File: config.mk
export PLATFORM = sky130hd
export DESIGN_NAME = subseq
export DESIGN_NICKNAME = d
export VERILOG_FILES = /design/src/rtl/subseq.sv
export SDC_FILE = /design/constraint.sdc
export NUM_CORES = 1
export LEC_CHECK = 0
export ABC_AREA = 1
export CAP_MARGIN = 20
export CORE_MARGIN = 1
export CORE_UTILIZATION = 49
export DETAILED_ROUTE_END_ITERATION = 7
export PLACE_DENSITY = 0.76
export SYNTH_ARGS = -nofsm -noshare
export SYNTH_HDL_FRONTEND = slang
export SYNTH_SLANG_ARGS = --single-unit
File: constraint.sdc
create_clock -name clk -period 1.29 [get_ports clk]
set_input_delay 0.129 -clock clk [delete_from_list [all_inputs] [get_ports clk]]
set_output_delay 0.129 -clock clk [all_outputs]
set_load 0.005 [all_outputs]
File: src/rtl/subseq.sv
// subseq: bit-serial two's-complement subtractor res = ft - st, LSB first, valid/ready in and out
module subseq #(
  parameter int W  = 4,
  parameter int CW = 3
) (
  input  logic         clk,
  input  logic         rstn,
  input  logic         in_valid,
  output logic         in_ready,
  input  logic [W-1:0] ft,
  input  logic [W-1:0] st,
  output logic         out_valid,
  input  logic         out_ready,
  output logic [W-1:0] res,
  output logic         neg
);
  typedef enum logic [1:0] {IDLE, RUN, DONE} state_t;
  state_t state;
  logic [W-1:0] a_sr, b_sr, r_sr, r_nxt;
  logic [CW-1:0] cnt;
  logic borrow, d, bn;
  assign in_ready  = state == IDLE;
  assign out_valid = state == DONE;
  // one full-subtractor bit slice on the current LSBs, result bit enters at the MSB
  always_comb begin
    d     = a_sr[0] ^ b_sr[0] ^ borrow;
    bn    = (~a_sr[0] & b_sr[0]) | (~(a_sr[0] ^ b_sr[0]) & borrow);
    r_nxt = (r_sr >> 1) | (W'(d) << (W - 1));
  end
  // handshake FSM and serial datapath
  always_ff @(posedge clk) begin
    if (!rstn) begin
      state  <= IDLE;
      a_sr   <= '0;
      b_sr   <= '0;
      r_sr   <= '0;
      borrow <= 1'b0;
      cnt    <= '0;
      res    <= '0;
      neg    <= 1'b0;
    end else begin
      case (state)
        IDLE: if (in_valid) begin
          a_sr   <= ft;
          b_sr   <= st;
          r_sr   <= '0;
          borrow <= 1'b0;
          cnt    <= '0;
          state  <= RUN;
        end
        RUN: begin
          a_sr   <= a_sr >> 1;
          b_sr   <= b_sr >> 1;
          r_sr   <= r_nxt;
          borrow <= bn;
          cnt    <= cnt + 1'b1;
          if (cnt == CW'(W - 1)) begin
            state <= DONE;
            res   <= r_nxt;
            neg   <= bn;
          end
        end
        DONE: if (out_ready) state <= IDLE;
        default: state <= IDLE;
      endcase
    end
  end
endmodule

==> flow_summary.yaml <==
status:
  status: "complete, no violations"
synth:
  synth_top_family_by_area: "simple AND/OR/NAND/NOR gates"
  synth_top_area_share_pct: 44.4
  synth-compound-area-share_pct: 11.5
  synth_area_sq_um: 992
  synthXorXnorAreaFrac_pct: 0
  synth-seq-area-share_pct: 44.4
  post_synth_inst_count: 143
  synth.distinct_cells: 17
  synthSimpleGateAreaFrac_pct: 27.0
  ys_seq_elements: 22
  yosys_warnings: 0
  synth.area.top_cells: "dfxtp_1, nand2_1, a21oi_1, inv_1, nor2_1"
  muxShareOfSynthArea_pct: 0
  synthAdderAreaFrac_pct: 4.54
  synth_top_area_cell: "dfxtp_1"
  syn_avg_cell_area_sq_um: 6.94
  syn-num-nets: 158
route:
  vias_per_cell: 4.69
  drc: 0
  dr.first_iter.drc_count: 12
  vias: 928
  drt_wl_total_mm: 2.07
  ant_nets: 0
  wl_per_cell_microns: 10.5
  detail_route.first_pass.iterations: 4
pwr:
  pwr_density_cell_nw_per_um2: 1080
  power_mw: 1.48
  vdd_drop_max_mv: 0.744
  leakagePower_nw: 0.694
layout:
  num-fill-cells: 152
  multi_input_area_sq_um: 453
  fin_nets: 189
  final_cell_mix: "nand2_1, inv_1, a21oi_1"
  final_common_cell: "nand2_1"
  area_delta_synth_final_pct: 38.1
  seq_area_sq_um: 454
  post-route-util_pct: 75.3
  antenna_cells: 0
  drive_above_1_share_pct: 21.4
placement:
  numPortBuffers: 18
  place.gp.congestion: 0.788
  dp_hpwl_mm: 1.48
global_route:
  grt_max_degree: 14
  grt_use_total_pct: 20.5
  grt-ovfl-total: 0
  antenna_found_initial: 0
  grt_pass1_vias: 822
  grt_pass1_wl_mm: 3.12
clock_tree:
  htree_levels: 1
  clk_latency_ps: 310
  cts_root_buffer: "clkbuf_4"
  cts_buffer_depth: 2
  clock-sinks: 22
  clkSlewWorstSetupHoldPaths_ps: 120
  cts_made_buffers: 3
  tritoncts: "done"
floorplanning:
  initial_core_util_pct: 54.5
  num_io_pins: 19
  die-area_sq_um: 2210
  dieHeight_microns: 47
  rows: 15
  die_x_microns: 47
  core_area_sq_um: 1820
timing:
  fin_worst_skew_ps: 1.27
  period_share_pct: 94.6
  grt_setup_unrepaired: "yes"
  maxSlewHeadroom_pct: 73.0
  setup_viol_count_final: 0
  hold_violations: 0
  tightest_slew_ps: 405
  slew_violations: 0
  clock.fmax_mhz: 819
  timing.final.crit_period_ps: 1220
critical_path:
  path_cells: "buf_4 -> nor2_4 -> clkdlybuf4s15_1"
  crit_type: "flip-flop to output pin"
  end_kind: "output pin"
  cpMaxStageDelayCell: "dfxtp_2"
  start_kind: "flip-flop"
  max_stage_delay_ps: 340
  cp_data_arrival_time_ps: 1090
  cp_max_fo: 3
  cp_data_required_time_ps: 1160
job:
  max-cap-violations: 0
hold_path:
  hp-class: "input port to flip-flop"
critical path, delay by kind of cell (launching register included):
kind	cells	cell delay, ps
buffers and inverters	2	340
flip-flops	1	340
AND/OR/NAND/NOR	1	110
flip-flops by register name, summed over array words and instances, names as in the netlist:
name and cells:
a_sr 4, b_sr 4, borrow 1, cnt 3, neg 1, r_sr 3
res 4, state 2
where the power goes:
part	internal [mW]	switching [mW]	leakage, nW	total (mW)
Combinational	0.112	0.114	0.482	0.226
Sequential	0.712	0.0164	0.184	0.728
Clock	0.314	0.209	0.0279	0.523
Total	1.14	0.340	0.694	1.48
worst paths after layout:
kind | cells past startpoint | slack (ps) | endpoint | startpoint
setup reg to reg | 4 | 70 | res[3] | b_sr[0]
hold / removal | 3 | 380 | b_sr[3] | st[3]
hold reg to reg | 2 | 470 | res[2] | res[2]
setup / recovery | 3 | 70 | in_ready | state[1]
cells by family after synthesis:
logic type	after synthesis
AO/OA/AOI/OAI	22
adder cells (fa/ha/maj)	3
buffers and inverters	28
flip-flops	22
AND/OR/NAND/NOR	68
cell type report:
cell class                      count  area share (%)
Inverter                           23            6.30
Clock inverter                      1            2.19
Clock buffer                        3            1.64
Multi-Input combinational cell     93            33.1
Timing Repair Buffer               31            21.4
Sequential cell                    22            33.2
Tap cell                           25            2.28
layer usage:
metal  global-route usage [%]  vias to the layer above  routed length, microns  part of all wire, %
li1                         -                      490                       -                    -
met1                     22.1                      423                     944                   46
met2                     38.6                       13                    1030                   50
met3                     5.77                        2                      80                  3.9
met4                     5.71                        0                      15                 0.72
met5                        0                        -                       0                    0
cell usage after synthesis:
| cell | number |
|---|---|
| nand2_1 | 50 |
| dfxtp_1 | 22 |
| nor2_2 | 1 |
| o21ai_2 | 1 |
| inv_2 | 1 |
| clkbuf_1 | 1 |
| a21oi_1 | 18 |
| buf_2 | 1 |
| fa_1 | 1 |
| nor2_1 | 14 |
| nor2_4 | 1 |
| o21ai_0 | 3 |
| inv_1 | 22 |
| buf_4 | 1 |
| nand3_1 | 2 |
| ha_1 | 2 |
| buf_6 | 2 |
repair_timing:
| action | in CTS | in global routing |
|---|---|---|
| gates cloned | 0 | 0 |
| gates resized for setup | 17 | 14 |
| buffers inserted | 3 | 4 |
| pin swaps | 1 | 2 |
| endpoints found under the setup margin | 8 | 16 |
| endpoints found under the hold margin | 0 | 0 |
| hold buffers | 0 | 0 |
stage by stage:
stage | setup slack, ps | instances | area (sq um) | setup TNS, ps | hold WS [ps]
3_3_place_gp | 65.2 | 188 | 1220 | 0 | 449
2_1_floorplan | 164 | 143 | 992 | 0 | 293
3_5_place_dp | 5.93 | 188 | 1220 | 0 | 453
5_1_grt | -10.2 | 198 | 1370 | -14.9 | 411
6_report | 69.1 | 198 | 1370 | 0 | 381
4_1_cts | -13.7 | 195 | 1320 | -13.7 | 374
Power figures use the tool's default switching activity.
